### config.mk
export PLATFORM = sky130hd
export DESIGN_NAME = keypad_entry_flat
export DESIGN_NICKNAME = d
export VERILOG_FILES = /design/src/rtl/keypad_pkg.sv /design/src/rtl/keypad_entry_if.sv /design/src/rtl/key_event_filter.sv /design/src/rtl/keypad_entry.sv /design/src/flat_wrapper.sv
export SDC_FILE = /design/constraint.sdc
export NUM_CORES = 1
export LEC_CHECK = 0
export CAP_MARGIN = 10
export CORE_MARGIN = 2
export CORE_UTILIZATION = 42
export DETAILED_ROUTE_END_ITERATION = 8
export RECOVER_POWER = 100
export REMOVE_ABC_BUFFERS = 1
export SETUP_SLACK_MARGIN = 0.02
export SYNTH_ARGS = -nofsm -noshare
export SYNTH_HDL_FRONTEND = slang
export SYNTH_SLANG_ARGS = --single-unit
### constraint.sdc
create_clock -name clk -period 5.2 [get_ports clk]
set_clock_uncertainty 0.1 [all_clocks]
set_input_delay 1.04 -clock clk [delete_from_list [all_inputs] [get_ports clk]]
set_output_delay 1.04 -clock clk [all_outputs]
set_load 0.005 [all_outputs]
### src/rtl/keypad_pkg.sv
// Shared key-code constants and state encodings for the keypad scanner,
// the key event filter and the calculator entry logic.
package keypad_pkg;

    localparam int         DIGIT_W     = 4;
    localparam logic [3:0] KEY_OP_BASE = 4'hA;
    localparam logic [3:0] KEY_STAR    = 4'hE;
    localparam logic [3:0] KEY_HASH    = 4'hF;

    typedef enum logic [1:0] {
        ENTER_A    = 2'd0,
        ENTER_B    = 2'd1,
        ENTRY_DONE = 2'd2
    } entry_state_t;

    typedef enum logic [1:0] {
        OP_ADD = 2'd0,
        OP_SUB = 2'd1,
        OP_MUL = 2'd2,
        OP_DIV = 2'd3
    } op_t;

    typedef enum logic [1:0] {
        F_IDLE     = 2'd0,
        F_COUNTING = 2'd1,
        F_HELD     = 2'd2
    } filt_state_t;

    function automatic logic is_digit(input logic [3:0] code);
        return code <= 4'h9;
    endfunction

    function automatic logic is_op(input logic [3:0] code);
        return (code >= KEY_OP_BASE) && (code < KEY_STAR);
    endfunction

    function automatic op_t code_to_op(input logic [3:0] code);
        logic [3:0] diff;
        diff = code - KEY_OP_BASE;
        return op_t'(diff[1:0]);
    endfunction

endpackage

### src/rtl/keypad_entry_if.sv
// Bundle between the keypad scanner (master) and the entry block (slave):
// raw scanner key stream in, accepted events and calculator entry out.
interface keypad_entry_if #(
    parameter int MAX_DIGITS = 3
);
    logic                      key_hit;
    logic [3:0]                key_code;
    logic                      key_event;
    logic [3:0]                key_event_code;
    logic [4*MAX_DIGITS-1:0]   operand_a;
    logic [4*MAX_DIGITS-1:0]   operand_b;
    logic [1:0]                op;
    logic [1:0]                entry_state;
    logic                      done;

    modport master (
        output key_hit, key_code,
        input  key_event, key_event_code, operand_a, operand_b, op,
               entry_state, done
    );

    modport slave (
        input  key_hit, key_code,
        output key_event, key_event_code, operand_a, operand_b, op,
               entry_state, done
    );
endinterface

### src/rtl/key_event_filter.sv
// Turns the column-gated, intermittent key_hit stream into exactly one
// accepted event per physical press. 'accept'/'accept_code' are the
// combinational decision for this cycle so the entry FSM can update on the
// same edge that registers key_event.
module key_event_filter
    import keypad_pkg::*;
#(
    parameter int PRESS_HITS     = 4096,
    parameter int RELEASE_CYCLES = 270_000
) (
    input  logic       clk,
    input  logic       n_reset,
    input  logic       key_hit,
    input  logic [3:0] key_code,
    output logic       accept,
    output logic [3:0] accept_code,
    output logic       key_event,
    output logic [3:0] key_event_code
);

    localparam int HIT_W = $clog2(PRESS_HITS + 1);
    localparam int REL_W = $clog2(RELEASE_CYCLES + 1);
    localparam logic [HIT_W-1:0] HIT_MAX = HIT_W'(PRESS_HITS);
    localparam logic [REL_W-1:0] REL_MAX = REL_W'(RELEASE_CYCLES);
    localparam logic [HIT_W-1:0] HIT_ONE = HIT_W'(1);

    filt_state_t       state, state_nxt;
    logic [3:0]        code_q, code_nxt;
    logic [HIT_W-1:0]  hit_cnt, hit_nxt, hit_inc;
    logic [REL_W-1:0]  rel_cnt, rel_nxt, rel_inc;

    // Both counters saturate instead of wrapping.
    assign hit_inc = (hit_cnt == HIT_MAX) ? hit_cnt : hit_cnt + 1'b1;
    assign rel_inc = (rel_cnt == REL_MAX) ? rel_cnt : rel_cnt + 1'b1;
    assign accept_code = code_nxt;

    // Filter state, latched code and counters.
    always_ff @(posedge clk or negedge n_reset) begin
        if (!n_reset) begin
            state   <= F_IDLE;
            code_q  <= '0;
            hit_cnt <= '0;
            rel_cnt <= '0;
        end else begin
            state   <= state_nxt;
            code_q  <= code_nxt;
            hit_cnt <= hit_nxt;
            rel_cnt <= rel_nxt;
        end
    end

    // Press qualification and release detection.
    always_comb begin
        state_nxt = state;
        code_nxt  = code_q;
        hit_nxt   = hit_cnt;
        rel_nxt   = rel_cnt;
        accept    = 1'b0;
        case (state)
            F_IDLE: begin
                if (key_hit) begin
                    code_nxt  = key_code;
                    hit_nxt   = HIT_ONE;
                    rel_nxt   = '0;
                    state_nxt = F_COUNTING;
                    if (HIT_ONE >= HIT_MAX) begin
                        accept    = 1'b1;
                        state_nxt = F_HELD;
                    end
                end
            end
            F_COUNTING: begin
                if (key_hit) begin
                    rel_nxt = '0;
                    if (key_code != code_q) begin
                        // A different key restarts qualification from scratch.
                        code_nxt = key_code;
                        hit_nxt  = HIT_ONE;
                        if (HIT_ONE >= HIT_MAX) begin
                            accept    = 1'b1;
                            state_nxt = F_HELD;
                        end
                    end else begin
                        hit_nxt = hit_inc;
                        if (hit_inc == HIT_MAX) begin
                            accept    = 1'b1;
                            state_nxt = F_HELD;
                        end
                    end
                end else begin
                    rel_nxt = rel_inc;
                    if (rel_inc == REL_MAX) begin
                        state_nxt = F_IDLE;
                        hit_nxt   = '0;
                        rel_nxt   = '0;
                    end
                end
            end
            F_HELD: begin
                // Any hit keeps the key held, even on the would-be timeout cycle.
                if (key_hit) begin
                    rel_nxt = '0;
                end else begin
                    rel_nxt = rel_inc;
                    if (rel_inc == REL_MAX) begin
                        state_nxt = F_IDLE;
                        hit_nxt   = '0;
                        rel_nxt   = '0;
                    end
                end
            end
            default: begin
                state_nxt = F_IDLE;
                hit_nxt   = '0;
                rel_nxt   = '0;
            end
        endcase
    end

    // Registered event pulse and sticky code of the last accepted press.
    always_ff @(posedge clk or negedge n_reset) begin
        if (!n_reset) begin
            key_event      <= 1'b0;
            key_event_code <= '0;
        end else begin
            key_event <= accept;
            if (accept) key_event_code <= code_nxt;
        end
    end

endmodule

### src/rtl/keypad_entry.sv
// Calculator entry: filters the scanner stream into key events and
// assembles operand A, operator, operand B and '#' into a finished entry.
module keypad_entry
    import keypad_pkg::*;
#(
    parameter int CLK_HZ         = 27_000_000,
    parameter int PRESS_HITS     = 4096,
    parameter int RELEASE_CYCLES = CLK_HZ / 100,
    parameter int MAX_DIGITS     = 3
) (
    input  logic          clk,
    input  logic          n_reset,
    keypad_entry_if.slave bus
);

    localparam int OPND_W = DIGIT_W * MAX_DIGITS;
    localparam int CNT_W  = $clog2(MAX_DIGITS + 1);
    localparam logic [CNT_W-1:0] CNT_MAX = CNT_W'(MAX_DIGITS);

    logic              accept;
    logic [3:0]        accept_code;
    logic              key_event;
    logic [3:0]        key_event_code;

    entry_state_t      st, st_n;
    logic [OPND_W-1:0] opa, opa_n, opb, opb_n;
    op_t               op_q, op_n;
    logic [CNT_W-1:0]  cnt_a, cnt_a_n, cnt_b, cnt_b_n;
    logic              done_q, done_n;

    key_event_filter #(
        .PRESS_HITS     (PRESS_HITS),
        .RELEASE_CYCLES (RELEASE_CYCLES)
    ) u_filter (
        .clk            (clk),
        .n_reset        (n_reset),
        .key_hit        (bus.key_hit),
        .key_code       (bus.key_code),
        .accept         (accept),
        .accept_code    (accept_code),
        .key_event      (key_event),
        .key_event_code (key_event_code)
    );

    // Entry registers; they move on the same edge that registers key_event.
    always_ff @(posedge clk or negedge n_reset) begin
        if (!n_reset) begin
            st     <= ENTER_A;
            opa    <= '0;
            opb    <= '0;
            op_q   <= OP_ADD;
            cnt_a  <= '0;
            cnt_b  <= '0;
            done_q <= 1'b0;
        end else begin
            st     <= st_n;
            opa    <= opa_n;
            opb    <= opb_n;
            op_q   <= op_n;
            cnt_a  <= cnt_a_n;
            cnt_b  <= cnt_b_n;
            done_q <= done_n;
        end
    end

    // Entry FSM: only accepted events change anything; ignored keys hold state.
    always_comb begin
        st_n    = st;
        opa_n   = opa;
        opb_n   = opb;
        op_n    = op_q;
        cnt_a_n = cnt_a;
        cnt_b_n = cnt_b;
        done_n  = 1'b0;
        if (accept) begin
            if (accept_code == KEY_STAR) begin
                st_n    = ENTER_A;
                opa_n   = '0;
                opb_n   = '0;
                op_n    = OP_ADD;
                cnt_a_n = '0;
                cnt_b_n = '0;
            end else begin
                case (st)
                    ENTER_A: begin
                        if (is_digit(accept_code)) begin
                            if (cnt_a < CNT_MAX) begin
                                opa_n   = (opa << DIGIT_W) | OPND_W'(accept_code);
                                cnt_a_n = cnt_a + 1'b1;
                            end
                        end else if (is_op(accept_code) && cnt_a != '0) begin
                            op_n = code_to_op(accept_code);
                            st_n = ENTER_B;
                        end
                    end
                    ENTER_B: begin
                        if (is_digit(accept_code)) begin
                            if (cnt_b < CNT_MAX) begin
                                opb_n   = (opb << DIGIT_W) | OPND_W'(accept_code);
                                cnt_b_n = cnt_b + 1'b1;
                            end
                        end else if (is_op(accept_code)) begin
                            // Operator can still be changed until B has a digit.
                            if (cnt_b == '0) op_n = code_to_op(accept_code);
                        end else if (accept_code == KEY_HASH && cnt_b != '0) begin
                            st_n   = ENTRY_DONE;
                            done_n = 1'b1;
                        end
                    end
                    ENTRY_DONE: begin
                        // A digit after a finished entry starts a new operand A.
                        if (is_digit(accept_code)) begin
                            opa_n   = OPND_W'(accept_code);
                            cnt_a_n = CNT_W'(1);
                            opb_n   = '0;
                            cnt_b_n = '0;
                            op_n    = OP_ADD;
                            st_n    = ENTER_A;
                        end
                    end
                    default: st_n = ENTER_A;
                endcase
            end
        end
    end

    assign bus.key_event      = key_event;
    assign bus.key_event_code = key_event_code;
    assign bus.operand_a      = opa;
    assign bus.operand_b      = opb;
    assign bus.op             = op_q;
    assign bus.entry_state    = st;
    assign bus.done           = done_q;

endmodule
### src/flat_wrapper.sv
// flat-port wrapper written by rule: the top's interface ports become plain ports
module keypad_entry_flat import keypad_pkg::*;
#(
    parameter int CLK_HZ         = 27_000_000,
    parameter int PRESS_HITS     = 4096,
    parameter int RELEASE_CYCLES = CLK_HZ / 100,
    parameter int MAX_DIGITS     = 3
)
  (clk, n_reset, bus_key_hit, bus_key_code, bus_key_event, bus_key_event_code, bus_operand_a, bus_operand_b, bus_op, bus_entry_state, bus_done);
  keypad_entry_if #(.MAX_DIGITS(MAX_DIGITS)) bus_i ();
  input  logic clk;
  input  logic n_reset;
  input wire logic [$bits(bus_i.key_hit)-1:0] bus_key_hit;
  input wire logic [$bits(bus_i.key_code)-1:0] bus_key_code;
  output wire logic [$bits(bus_i.key_event)-1:0] bus_key_event;
  output wire logic [$bits(bus_i.key_event_code)-1:0] bus_key_event_code;
  output wire logic [$bits(bus_i.operand_a)-1:0] bus_operand_a;
  output wire logic [$bits(bus_i.operand_b)-1:0] bus_operand_b;
  output wire logic [$bits(bus_i.op)-1:0] bus_op;
  output wire logic [$bits(bus_i.entry_state)-1:0] bus_entry_state;
  output wire logic [$bits(bus_i.done)-1:0] bus_done;
  assign bus_i.key_hit = bus_key_hit;
  assign bus_i.key_code = bus_key_code;
  assign bus_key_event = bus_i.key_event;
  assign bus_key_event_code = bus_i.key_event_code;
  assign bus_operand_a = bus_i.operand_a;
  assign bus_operand_b = bus_i.operand_b;
  assign bus_op = bus_i.op;
  assign bus_entry_state = bus_i.entry_state;
  assign bus_done = bus_i.done;
  keypad_entry #(.CLK_HZ(CLK_HZ), .PRESS_HITS(PRESS_HITS), .RELEASE_CYCLES(RELEASE_CYCLES), .MAX_DIGITS(MAX_DIGITS)) u_core (.clk(clk), .n_reset(n_reset), .bus(bus_i));
endmodule
==> key figures <==
Synthesis
  • Share of the yosys chip area belonging to registers: 0.384
  • Synth warn: 0
  • Ys flop type: dfrtp_1
  • Area leader, netlist: dfrtp_1
  • Async SR Flop Fraction: 1.00
  • Synth area leaders: dfrtp_1 (38%), mux2i_1 (5.7%), nand2_1 (4.9%)
  • Synth top cells by count: dfrtp_1 (76), nand2_1 (65), inv_1 (47)
  • EDFF count, synth: 0
  • Yosys cell types: 71
  • Post-synth top area share: 0.384
  • Mean Syn Cell Area: 9.22 µm²
  • Mapped Cells: 537
  • Yosys reg bits: 76
  • Area of the mapped netlist: slightly below 5000 µm²
  • Count leader, synth: dfrtp_1

Clock network
  • Clk_lat worst skew: approximately 340 ps
  • H-Tree Depth: 3
  • CTS tree: done
  • Clk root buf: clkbuf_16
  • Post-CTS Setup Repair Bufs: 0
  • # clock sinks: 76
  • Post-cts resize count: 0
  • Max Root-Sink Buffers: 2
  • Clk slew on worst S/H paths: 60 ps
  • Hold_buf cts: 0
  • Cts bufs inserted: 9

Worst setup path
  • Kind of critical path: in -> reg
  • Register-to-Register Setup Slack: 1000 ps
  • Crit-path max FO: 11
  • Crit-path max cell delay: 880 ps
  • Buf/Inv on CP: 2
  • CP Data Required Time: roughly 5400 ps
  • Crit end category: register
  • Crit Reg-Reg Endpoint: u_core.bus.entry_state[0]
  • Register-to-Register Path Depth: 10
  • Critical-path cell list: dlygate4sd3_1 > o21ai_0 > mux2i_1 > inv_1 > nand3_1 > nor2_1 > nor3_1 > a2111oi_0 > mux2i_1
  • CP most frequent cell: mux2i_1
  • Critical path's top delay family: compound AO/OA/AOI/OAI gates
  • Crit path DAT: 4530 ps
  • Worst R2R Start: u_core.u_filter.state[0]
  • Highest-delay cell along the critical path: a2111oi_0
  • CP Launch Type: primary input

Cells and area
  • Number of diodes: 0
  • Filler instances: 1048
  • Area grow syn2layout: 11.4%
  • Register area: 1900 µm²
  • Share of layout cells above drive strength 1: 0.0727
  • Multi-input gate area: roughly 2600 µm²
  • Fin nets: 582

Drt
  • Vias/cell: 5.70
  • Final ANT Viol Nets: 0
  • Vias: 4028
  • Met3 WL: about 570 µm
  • First-pass detailed-route iteration total: 4
  • Drt drc: 0
  • Metal2 WL: about 5400 µm
  • Post-DR wirelength/cell: 16.2 µm
  • DRT iter0 DRCs: 273
  • WL final: 11400 µm
  • Max layer used: met4
  • WL met1: 5330 µm

Floorplanning
  • Core area: 11500 µm²
  • Rows: 39
  • Ports: 41
  • Die Wd: roughly 110 µm
  • Initial Utilization: 0.432
  • Die height: about 110 µm
  • Die area: ~13000 µm²

Timing
  • Final setup vio count: 0
  • Worst-margin pin slew: 1910 ps
  • Fmax achieved: 229 MHz
  • Unrepaired setup endpoints after global routing: false
  • Crit path time final: 4370 ps
  • Rel. slew slack: -0.273
  • Final Max Tran Viols: 77
  • Hold_ws: 391 ps
  • Total Negative Setup Slacks: 0 ps
  • Final Hold Viols: 0
  • Fin crit share: 0.841

GRT
  • Vias in the first global route: between 3000 and 4000
  • Largest net degree at the start of global routing: 77
  • Total track usage: 0.187
  • GRT overflow: 0
  • Initial antenna violation count: 0
  • First-pass GRT wire length: 19300 µm

Pwr
  • Leakage: 0.00233 µW
  • Pwr Density: 299 nW/µm²
  • Worst VDD drop: 0.000161 V

Status
  • Violated checks: capacitance limit, slew limit
  • Status: finished, violations left

Hold path
  • Hold_sp: u_core.bus.op[0]
  • Hold Crit Endpoint: u_core.bus.op[0]
  • Hold Path Class: reg -> reg
  • Hold depth: 1

Place
  • Port Buffers: 40
  • DP HPWL: just under 8000 µm
  • Routability cong.: 0.880

Run
  • Max_cap viols: 1
## worst register-to-register path, cell delays in order, from the launching register on
cell and delay [ps]:
dfrtp_1 380, inv_1 90, ha_1 330, o21ai_0 620, mux2i_1 310, inv_1 230
nand3_1 180, nor2_1 570, nor3_1 160, a2111oi_0 880, mux2i_1 280
## area by class of cell
cell class,count,share of cell area
Multi-Input combinational cell,380,0.464
Sequential cell,76,0.345
Timing Repair Buffer,45,0.0778
Clock buffer,11,0.0422
Tap cell,143,0.0324
Inverter,47,0.0320
Clock inverter,5,0.00703
## cells by family after synthesis
kind of cell | count (synthesis) | synth area share
XOR/XNOR | 20 | 0.0354
AND/OR/NAND/NOR | 202 | 0.222
buffers and inverters | 81 | 0.0870
AO/OA/AOI/OAI | 97 | 0.134
multiplexers | 45 | 0.0968
adder cells (fa/ha/maj) | 16 | 0.0404
flip-flops | 76 | 0.384
## cell usage in the layout, fill, tap and decap left out, types with 16 or more instances in the layout
cell type      netlist  final
xnor2_1             16     16
o21ai_0             22     24
dlygate4sd3_1        0     36
inv_1               47     47
nand2_1             65     65
dfrtp_1             76     76
mux2i_1             28     28
nor2_1              25     25
ha_1                16     16
nand4_1             18     20
nand3_1             22     22
## flip-flops by register name, summed over array words and instances (netlist names)
signal / count
u_core.bus.op: 2
u_core.u_filter.rel_cnt: 19
u_core.u_filter.hit_cnt: 13
u_core.u_filter.state: 2
u_core.u_filter.key_event_code: 4
u_core.bus.operand_a: 12
u_core.bus.done: 1
u_core.cnt_a: 2
u_core.bus.operand_b: 12
u_core.u_filter.code_q: 4
u_core.cnt_b: 2
u_core.u_filter.key_event: 1
u_core.bus.entry_state: 2
## power breakdown
group / switching, µW / total [µW] / internal [µW]
clock: 257 / 582 / 325
sequential: 30.1 / 648 / 618
combinational: 268 / 418 / 149
## metrics by stage
stage          area (µm²)  power (µW)  setup WS, ps  instances   util
6_report             5510        1650           827        707  0.481
5_1_grt              5510        1740           522        707  0.481
4_1_cts              5580        1680          1280        707  0.487
3_5_place_dp         5310        1090           927        691  0.463
3_3_place_gp         5310        1080          1030        691  0.463
2_1_floorplan        4700         959          1630        503      -
## routing by layer
metal,global-route usage,vias up
met3,0.0437,8
met5,0,-
met4,0.0683,0
met2,0.293,111
met1,0.253,1944
li1,-,1965
## worst max-delay path by stage
stage / start / to / slack (ps) / cells past startpoint
after floorplan: bus_key_hit / u_core.bus.operand_a[0] / 1630 / 8
after global placement: bus_key_hit / u_core.bus.operand_b[0] / 1030 / 9
after detailed placement: bus_key_hit / u_core.bus.operand_b[1] / 930 / 9
after CTS: bus_key_hit / u_core.bus.operand_b[1] / 1280 / 9
after global routing: bus_key_hit / u_core.bus.entry_state[1] / 520 / 9
final: bus_key_hit / u_core.bus.entry_state[0] / 830 / 9
No activity file was read; power rests on OpenSTA's default activity.
